## src/rtl/shift_add_multiplier.sv

```systemverilog
`default_nettype none
// ============================================================================
//  Module   : shift_add_multiplier
//  Purpose  : Sequential unsigned 16x16 -> 32-bit multiplier. A single 16-bit
//             ripple-carry adder accumulates the partial products, one
//             multiplier bit per clock, so each result takes 16 iterations.
//  Ports    : clk     - sole clock, rising edge
//             rst     - synchronous active-high reset
//             start   - request a multiply (sampled only while idle)
//             a, b    - 16-bit unsigned operands, captured on accept
//             product - 32-bit result, held until the next completion
//             busy    - high while an operation is in progress
//             done    - one-cycle pulse when product is updated
//  Revision : 1.0 - initial release
// ============================================================================
module shift_add_multiplier (
   input  logic        clk,
   input  logic        rst,
   input  logic        start,
   input  logic [15:0] a,
   input  logic [15:0] b,
   output logic [31:0] product,
   output logic        busy,
   output logic        done
);

   typedef enum logic [0:0] {
      IDLE = 1'b0,
      BUSY = 1'b1
   } state_t;

   state_t      state;
   logic [15:0] mcand;
   logic [15:0] hi;
   logic [15:0] lo;
   logic [4:0]  cnt;

   logic [15:0] addend;
   logic [15:0] sum;
   logic        carry;
   logic [31:0] shifted;

   // Add the multiplicand only when the current multiplier bit is set.
   assign addend = lo[0] ? mcand : 16'h0000;

   SIXTEEN_BIT_ADDER u_adder (
      .a    (hi),
      .b    (addend),
      .cin  (1'b0),
      .sum  (sum),
      .cout (carry)
   );

   // {carry, sum, lo} is 33 bits; shifting right by one drops lo[0] (already
   // consumed) and keeps the carry as the new MSB of hi.
   assign shifted = {carry, sum, lo[15:1]};

   always_ff @(posedge clk) begin
      if (rst) begin
         state   <= IDLE;
         mcand   <= 16'h0000;
         hi      <= 16'h0000;
         lo      <= 16'h0000;
         cnt     <= 5'd0;
         product <= 32'h0000_0000;
         busy    <= 1'b0;
         done    <= 1'b0;
      end else begin
         case (state)
            IDLE: begin
               done <= 1'b0;
               if (start) begin
                  mcand <= a;
                  lo    <= b;
                  hi    <= 16'h0000;
                  cnt   <= 5'd0;
                  busy  <= 1'b1;
                  state <= BUSY;
               end
            end
            BUSY: begin
               hi  <= shifted[31:16];
               lo  <= shifted[15:0];
               cnt <= cnt + 5'd1;
               if (cnt == 5'd15) begin
                  product <= shifted;
                  done    <= 1'b1;
                  busy    <= 1'b0;
                  state   <= IDLE;
               end
            end
            default: begin
               state <= IDLE;
               busy  <= 1'b0;
               done  <= 1'b0;
            end
         endcase
      end
   end

endmodule

// ============================================================================
//  Module   : SIXTEEN_BIT_ADDER
//  Purpose  : 16-bit ripple-carry adder with carry-in and carry-out.
//  Ports    : a, b - addends; cin - carry in; sum - result; cout - carry out
//  Revision : 1.0 - initial release
// ============================================================================
module SIXTEEN_BIT_ADDER (
   input  logic [15:0] a,
   input  logic [15:0] b,
   input  logic        cin,
   output logic [15:0] sum,
   output logic        cout
);

   logic [16:0] c;

   assign c[0] = cin;

   for (genvar i = 0; i < 16; i++) begin : g_bit
      assign sum[i]  = a[i] ^ b[i] ^ c[i];
      assign c[i+1]  = (a[i] & b[i]) | (c[i] & (a[i] ^ b[i]));
   end

   assign cout = c[16];

endmodule
`default_nettype wire

```

## config.mk

```make
export PLATFORM = sky130hd
export DESIGN_NAME = shift_add_multiplier
export DESIGN_NICKNAME = d
export VERILOG_FILES = /design/src/rtl/shift_add_multiplier.sv
export SDC_FILE = /design/constraint.sdc
export NUM_CORES = 1
export LEC_CHECK = 0
export ABC_AREA = 1
export CAP_MARGIN = 20
export CORE_ASPECT_RATIO = 1.25
export CORE_UTILIZATION = 52
export CTS_CLUSTER_SIZE = 16
export DETAILED_ROUTE_END_ITERATION = 8
export PLACE_DENSITY = 0.9
export SETUP_SLACK_MARGIN = 0.2
export SLEW_MARGIN = 40
export SYNTH_ARGS = -nofsm -noshare
export SYNTH_HDL_FRONTEND = slang
export SYNTH_HIERARCHICAL = 1
export SYNTH_SLANG_ARGS = --single-unit
```

## constraint.sdc

```tcl
create_clock -name clk -period 8.1 [get_ports clk]
set_input_delay 1.62 -clock clk [delete_from_list [all_inputs] [get_ports clk]]
set_output_delay 1.62 -clock clk [all_outputs]
set_load 0.1 [all_outputs]
```

==> results of run 1 <==
Yosys cell counts:
library cell  number
clkbuf_1           4
nand2_1          110
nor2_8             1
buf_6             10
dfxtp_1           88
nand3_1           81
nand2_4            1
conb_1             1
o21ai_0           19
nor2_4             1
nand2_2            1
inv_2              2
clkbuf_2           1
buf_2             11
o21ai_1           30
nor2_1            41
inv_1             47
buf_4              3
fa_1              16
a21oi_1            6
ha_1               3
registers in the layout, indices dropped and copies added (netlist names):
signal,flops
lo,16
hi,16
state,1
done,1
mcand,16
product,32
busy,1
cnt,5
where the power goes:
part / total (W) / switching (W) / internal, W
registers: 0.000454 / 0.00000913 / 0.000445
logic: 0.0000710 / 0.0000417 / 0.0000292
clock network: 0.000331 / 0.000158 / 0.000173
total: 0.000857 / 0.000209 / 0.000648
layout make-up:
class / instances / area (µm²) / area share
Inverter: 49 / 184 / 0.0412
Sequential cell: 88 / 1760 / 0.395
Clock buffer: 9 / 124 / 0.0278
Clock inverter: 7 / 96.3 / 0.0216
Timing Repair Buffer: 70 / 520 / 0.117
Multi-Input combinational cell: 311 / 1660 / 0.372
Tap cell: 90 / 113 / 0.0253
placed cells by master, fill, tap and decap left out:
cell,n
nor2_8,1
a21oi_1,6
o21ai_0,19
o21ai_1,30
dfxtp_1,88
clkinv_2,1
bufinv_16,2
nor2_4,1
clkinvlp_4,3
inv_2,2
clkbuf_8,9
nand2_2,2
buf_4,2
nand3_1,81
nor2_1,41
clkinv_4,1
fa_1,16
conb_1,1
nand2_1,109
clkdlybuf4s50_1,33
nand2_4,1
inv_1,47
ha_1,3
buf_2,35
critical path, stage by stage (launching register included):
cell     delay, ps
dfxtp_1        500
nand2_1        130
inv_1           70
fa_1           390
inv_1           80
fa_1           170
inv_1           50
fa_1           390
fa_1           420
fa_1           400
fa_1           400
fa_1           400
fa_1           400
fa_1           390
fa_1           390
fa_1           410
fa_1           420
fa_1           400
fa_1           390
fa_1           370
inv_1           70
fa_1           400
inv_1           60
nand2_1         60
a21oi_1        140
layer usage:
layer,vias to the layer above,part of all wire,global-route usage,wire length [µm]
met5,-,0,0,0
met4,0,0.022,0.104,178
met3,13,0.060,0.0411,488
met2,93,0.52,0.412,4280
met1,1470,0.40,0.266,3240
li1,1612,-,-,-
stage by stage:
step	cell area, µm²	hold WS (ps)
floorplan	3810	443
global placement	4410	455
detailed placement	4240	467
CTS	4460	479
global route	4460	508
finish	4460	474
kinds of logic (layout without fill, tap and decap cells):
logic type	count (synthesis)	after routing	synth area share
flops	88	88	0.462
compound gates	55	55	0.0722
simple gates	236	236	0.268
buf+inv	78	135	0.103
fa+ha+maj	19	19	0.0938
other cells	1	1	0.000983
path summary, 6_finish.rpt:
check	slack, ps	endpoint	cells after the start	start
worst max-delay path	720	hi[14]$_SDFFE_PP0P_	24	lo[0]$_SDFFE_PP0P_
worst min-delay path	470	product[17]$_SDFFE_PP0P_	2	product[17]$_SDFFE_PP0P_
worst max register to register	720	hi[14]$_SDFFE_PP0P_	24	lo[0]$_SDFFE_PP0P_
worst min register to register	470	product[17]$_SDFFE_PP0P_	2	product[17]$_SDFFE_PP0P_
==> flow_summary_export.csv, run 1 <==
group,metric,value,unit
timing,worstMarginPinSlew,812,ps
clock_tree,cts_tree,"yes",
routing,dr.pass1.iters,5,
die,die_area,7680,µm²
die,start_util,0.543,
final_layout,diodes,0,
routing,viasPerCell,5.11,
timing,fin_ws,721,ps
final_layout,fin_cells,624,
die,fp.dieH,97.7,µm
timing,fin_crit,7380,ps
global_route,antenna_found_initial,0,
routing,ant_nets,0,
clock_tree,htree_levels,3,
clock_tree,cts-root-buf,"clkbuf_8",
final_layout,fillCellCount,611,
place,pre_cts_slack,779,ps
run_status,outcome,"completed",
die,ios,69,
timing,max_slew_margin,0.458,
timing,final.setup.tns,0,ps
critical_path,cp_max_fo,17,
timing,maxSlewViolCount,0,
global_route,grt_usage,0.231,
global_route,grt_pass1_wl,13.8,mm
clock_tree,clk_latency,360,ps
clock_tree,cts_inserted_buffers,9,
place,dp.cells,608,
clock_tree,cts.path.max_buffers,2,
routing,first_iter_violations,236,
synth,synth.top_cell.area_share,0.462,
global_route,overflow,0,
critical_path,start_kind,"register",
timing,fin_skew,8.27,ps
synth,ys.warnings.count,6,
routing,wirelength,8.19,mm
synth,ys_types,21,
critical_path,critPathKind,"reg2reg",
die,die_w,78.6,µm
clock_tree,cts.sinks,88,
synth,syn-cell-area,3810,µm²
synth,syn_inst,477,
power_and_ir_drop,leakage,2.17,nW
global_route,grt_max_degree,49,
synth,ys_ff_latch,88,
final_layout,area_growth,16.9,%
worst_hold_path,min_path_type,"reg2reg",
clock_tree,cts_setup_buffers,0,
die,coreArea,7020,µm²
timing,post-route-period-util,0.911,
synth,ys_seq_area_frac,0.462,
clock_tree,path_clk_slew,80,ps
clock_tree,cts_hold_buf,0,
timing,hold_viol_final,0,
final_layout,utilization,0.635,
critical_path,required,8390,ps
routing,wl_per_cell,13.1,µm
power_and_ir_drop,ir_drop,0.000141,V
timing,rsz0062_at_grt,"no",
routing,num_vias,3188,
critical_path,end_kind,"register",
synth,synth_fp_nets,531,
synth,syn_area_per_cell,8.00,µm²
timing,finalSetupViolCount,0,
routing,drc_errors,0,
synth,synth.largest_area_cell,"dfxtp_1",
flow_run,cap_violations,0,
final_layout,final_nets,583,
power_and_ir_drop,p_per_area,192,nW/µm²
place,place.gp.congestion,0.775,
place,place_hpwl,5.55,mm
synth,ys_top_cells_by_area,"dfxtp_1, nand2_1, nand3_1, fa_1, inv_1",
clock_tree,postCtsResizedCells,0,
final_layout,drive_above_1_share,0.112,
die,rows,34,
power_and_ir_drop,p_total,0.000857,W
timing,clock.fmax,0.136,GHz
critical_path,cp.arrival,7670,ps
global_route,grt_pass1_vias,3139,
place,numPortBuffers,68,
No activity file was read; power rests on OpenSTA's default activity.
==> run 2: changes to the inputs <==
- ABC_AREA: 1 -> not set
==> run 2 against run 1 <==
  * Final area fell by 0.67%
  * First-iteration DRC count down 31%
  * Worst setup slack better by 18 ps
  * Critical path type unchanged
==> flow_summary_export.csv, run 2 <==
group,metric,value,unit
run_status,outcome,"completed",
routing,wl_per_cell,13.9,µm
synth,synth.top_cell.area_share,0.461,
global_route,grt_pass1_vias,2764,
final_layout,mostFrequentLayoutCells,"nand2_1, dfxtp_1, a21oi_1, buf_2, clkdlybuf4s50_1",
place,numPortBuffers,68,
final_layout,final_nets,515,
timing,clock.fmax,0.136,GHz
clock_tree,postCtsResizedCells,0,
critical_path,cp_cell_sequence,"and2_1, fa_1, inv_1, fa_1, inv_1, fa_1, fa_1, fa_1, fa_1, fa_1, fa_1, fa_1, fa_1, fa_1, fa_1, fa_1, fa_1, fa_1, inv_1, fa_1, inv_1, nand2_1, a21oi_1",
critical_path,start_kind,"register",
critical_path,max_stage_delay,460,ps
critical_path,regToRegEndpoint,"product[30]$_SDFFE_PP0P_",
timing,fin_crit,7360,ps
timing,fin_ws,739,ps
synth,synth_flop_cell,"dfxtp_1",
timing,maxSlewViolCount,0,
critical_path,crit_path_frequent_cell,"fa_1",
power_and_ir_drop,swShare,0.246,
global_route,busiest_layer,"met2",
worst_hold_path,min_path_type,"reg2reg",
synth,syn_inst,408,
timing,post-route-period-util,0.909,
global_route,grt_max_degree,74,
synth,synthTopCellsByCount,"nand2_1, dfxtp_1, a21oi_1",
synth,synth_fp_nets,462,
critical_path,required,8370,ps
clock_tree,cts_hold_buf,0,
synth,syn_area_per_cell,9.36,µm²
critical_path,cp_max_fo,17,
critical_path,slowest_stage,"dfxtp_1",
power_and_ir_drop,p_sw,0.000196,W
die,fp.dieH,97.8,µm
clock_tree,cts_inserted_buffers,9,
timing,fin_skew,18.5,ps
routing,num_vias,2882,
clock_tree,cts_tree,"yes",
synth,ys.warnings.count,6,
die,coreArea,7020,µm²
place,place.gp.congestion,0.786,
synth,ys_types,32,
flow_run,cap_violations,0,
synth,syn-cell-area,3820,µm²
final_layout,layout_commonest_cell,"nand2_1",
clock_tree,htree_levels,3,
power_and_ir_drop,leakage,1.85,nW
power_and_ir_drop,clock_power_share,0.340,
die,ios,69,
timing,finalSetupViolCount,0,
clock_tree,cts.path.max_buffers,2,
synth,ys_top_cells_by_area,"dfxtp_1, nand2_1, fa_1, a21oi_1, mux2_2",
final_layout,diodes,0,
routing,drc_errors,0,
critical_path,reg2reg_depth,23,
timing,rsz0062_at_grt,"no",
routing,first_iter_violations,162,
global_route,globalRouteMet2Util,0.370,
worst_hold_path,hold_depth,2,
die,die_w,78.6,µm
global_route,grt_use_met3,0.0533,
critical_path,rr_startpoint,"lo[0]$_SDFFE_PP0P_",
routing,wirelength,7.74,mm
final_layout,largest_register,"product",
routing,viasPerCell,5.18,
synth,synth_edf_count,0,
clock_tree,cts_setup_buffers,0,
power_and_ir_drop,intPower,0.000599,W
timing,final.setup.tns,0,ps
clock_tree,path_clk_slew,80,ps
critical_path,end_kind,"register",
power_and_ir_drop,seqPwrFrac,0.572,
global_route,gr-usage-met1,0.254,
global_route,grt_pass1_wl,12.7,mm
clock_tree,clk_latency,360,ps
clock_tree,cts.sinks,88,
final_layout,utilization,0.631,
die,start_util,0.544,
global_route,grt_usage,0.215,
synth,ys_ff_latch,88,
synth,ys_seq_area_frac,0.461,
critical_path,cp.arrival,7630,ps
final_layout,area_growth,16.0,%
timing,hold_viol_final,0,
power_and_ir_drop,p_per_area,179,nW/µm²
power_and_ir_drop,pwr-share-comb,0.088,
global_route,overflow,0,
synth,synthArstFlopShare,0,
routing,dr.pass1.iters,4,
place,place_hpwl,5.08,mm
routing,ant_nets,0,
final_layout,largest_register_ffs,32,
worst_hold_path,worstHoldStart,"product[15]$_SDFFE_PP0P_",
synth,synth.largest_area_cell,"dfxtp_1",
clock_tree,cts-root-buf,"clkbuf_8",
critical_path,critPathKind,"reg2reg",
power_and_ir_drop,ir_drop,0.000111,V
timing,worstMarginPinSlew,746,ps
place,pre_cts_slack,807,ps
worst_hold_path,hold_end,"product[15]$_SDFFE_PP0P_",
die,die_area,7690,µm²
final_layout,drive_above_1_share,0.161,
global_route,antenna_found_initial,0,
timing,max_slew_margin,0.502,
critical_path,r2r_slack,740,ps
synth,yosysMostFrequentCell,"nand2_1",
die,rows,34,
-- run 2: cell type report --
class	count	area [µm²]
multi-input combinational	277	1800
fill	582	2590
clock inverter	5	32.5
sequential	88	1760
tap	90	113
timing repair buffer	71	528
inverter	14	52.6
clock buffer	11	141
-- run 2: per-layer routing --
layer	vias up	wire (µm)
met4	0	72
li1	1440	-
met5	-	0
met1	1364	3140
met2	70	4220
met3	8	307
-- run 2: power groups by stage --
stage	registers, W	clock network (W)	logic [W]
after CTS	0.000454	0.000275	0.0000700
after detailed placement	0.000464	0	0.0000694
after floorplan	0.000464	0	0.0000481
after global placement	0.000464	0	0.0000674
final	0.000455	0.000270	0.0000697
after global routing	0.000457	0.000295	0.0000760
-- run 2: critical path, delay by kind of cell (launching register included) --
family,cells,cell delay (ps)
and+or+nand+nor,2,290
buffers and inverters,4,290
adders and majority gates,16,6110
AOI/OAI and AO/OA,1,140
DFF,1,460
-- run 2: worst max path at each step --
| stage | start | to | slack (ps) |
|---|---|---|---|
| floorplan | lo[0]$_SDFFE_PP0P_ | product[30]$_SDFFE_PP0P_ | 1360 |
| global placement | lo[0]$_SDFFE_PP0P_ | product[30]$_SDFFE_PP0P_ | 1040 |
| detailed placement | lo[0]$_SDFFE_PP0P_ | product[30]$_SDFFE_PP0P_ | 810 |
| CTS | lo[0]$_SDFFE_PP0P_ | product[30]$_SDFFE_PP0P_ | 800 |
| global route | lo[0]$_SDFFE_PP0P_ | product[30]$_SDFFE_PP0P_ | 460 |
| finish | lo[0]$_SDFFE_PP0P_ | product[30]$_SDFFE_PP0P_ | 740 |
-- run 2: per-stage QoR --
| step | cell area [µm²] | hold WS (ps) | instances | power, W |
|---|---|---|---|---|
| after floorplan | 3820 | 425 | 408 | 0.000512 |
| after global placement | 4420 | 433 | 540 | 0.000531 |
| after detailed placement | 4260 | 442 | 540 | 0.000534 |
| after CTS | 4430 | 455 | 556 | 0.000799 |
| after global routing | 4430 | 476 | 556 | 0.000827 |
| final | 4430 | 454 | 556 | 0.000794 |
-- run 2: kinds of logic after synthesis --
logic type / Yosys count / synth area share
simple gates: 151 / 0.171
flops: 88 / 0.461
compound gates: 73 / 0.112
buf+inv: 43 / 0.0692
mux: 32 / 0.0891
fa+ha+maj: 19 / 0.0937
other cells: 1 / 0.000982
xor+xnor: 1 / 0.00229
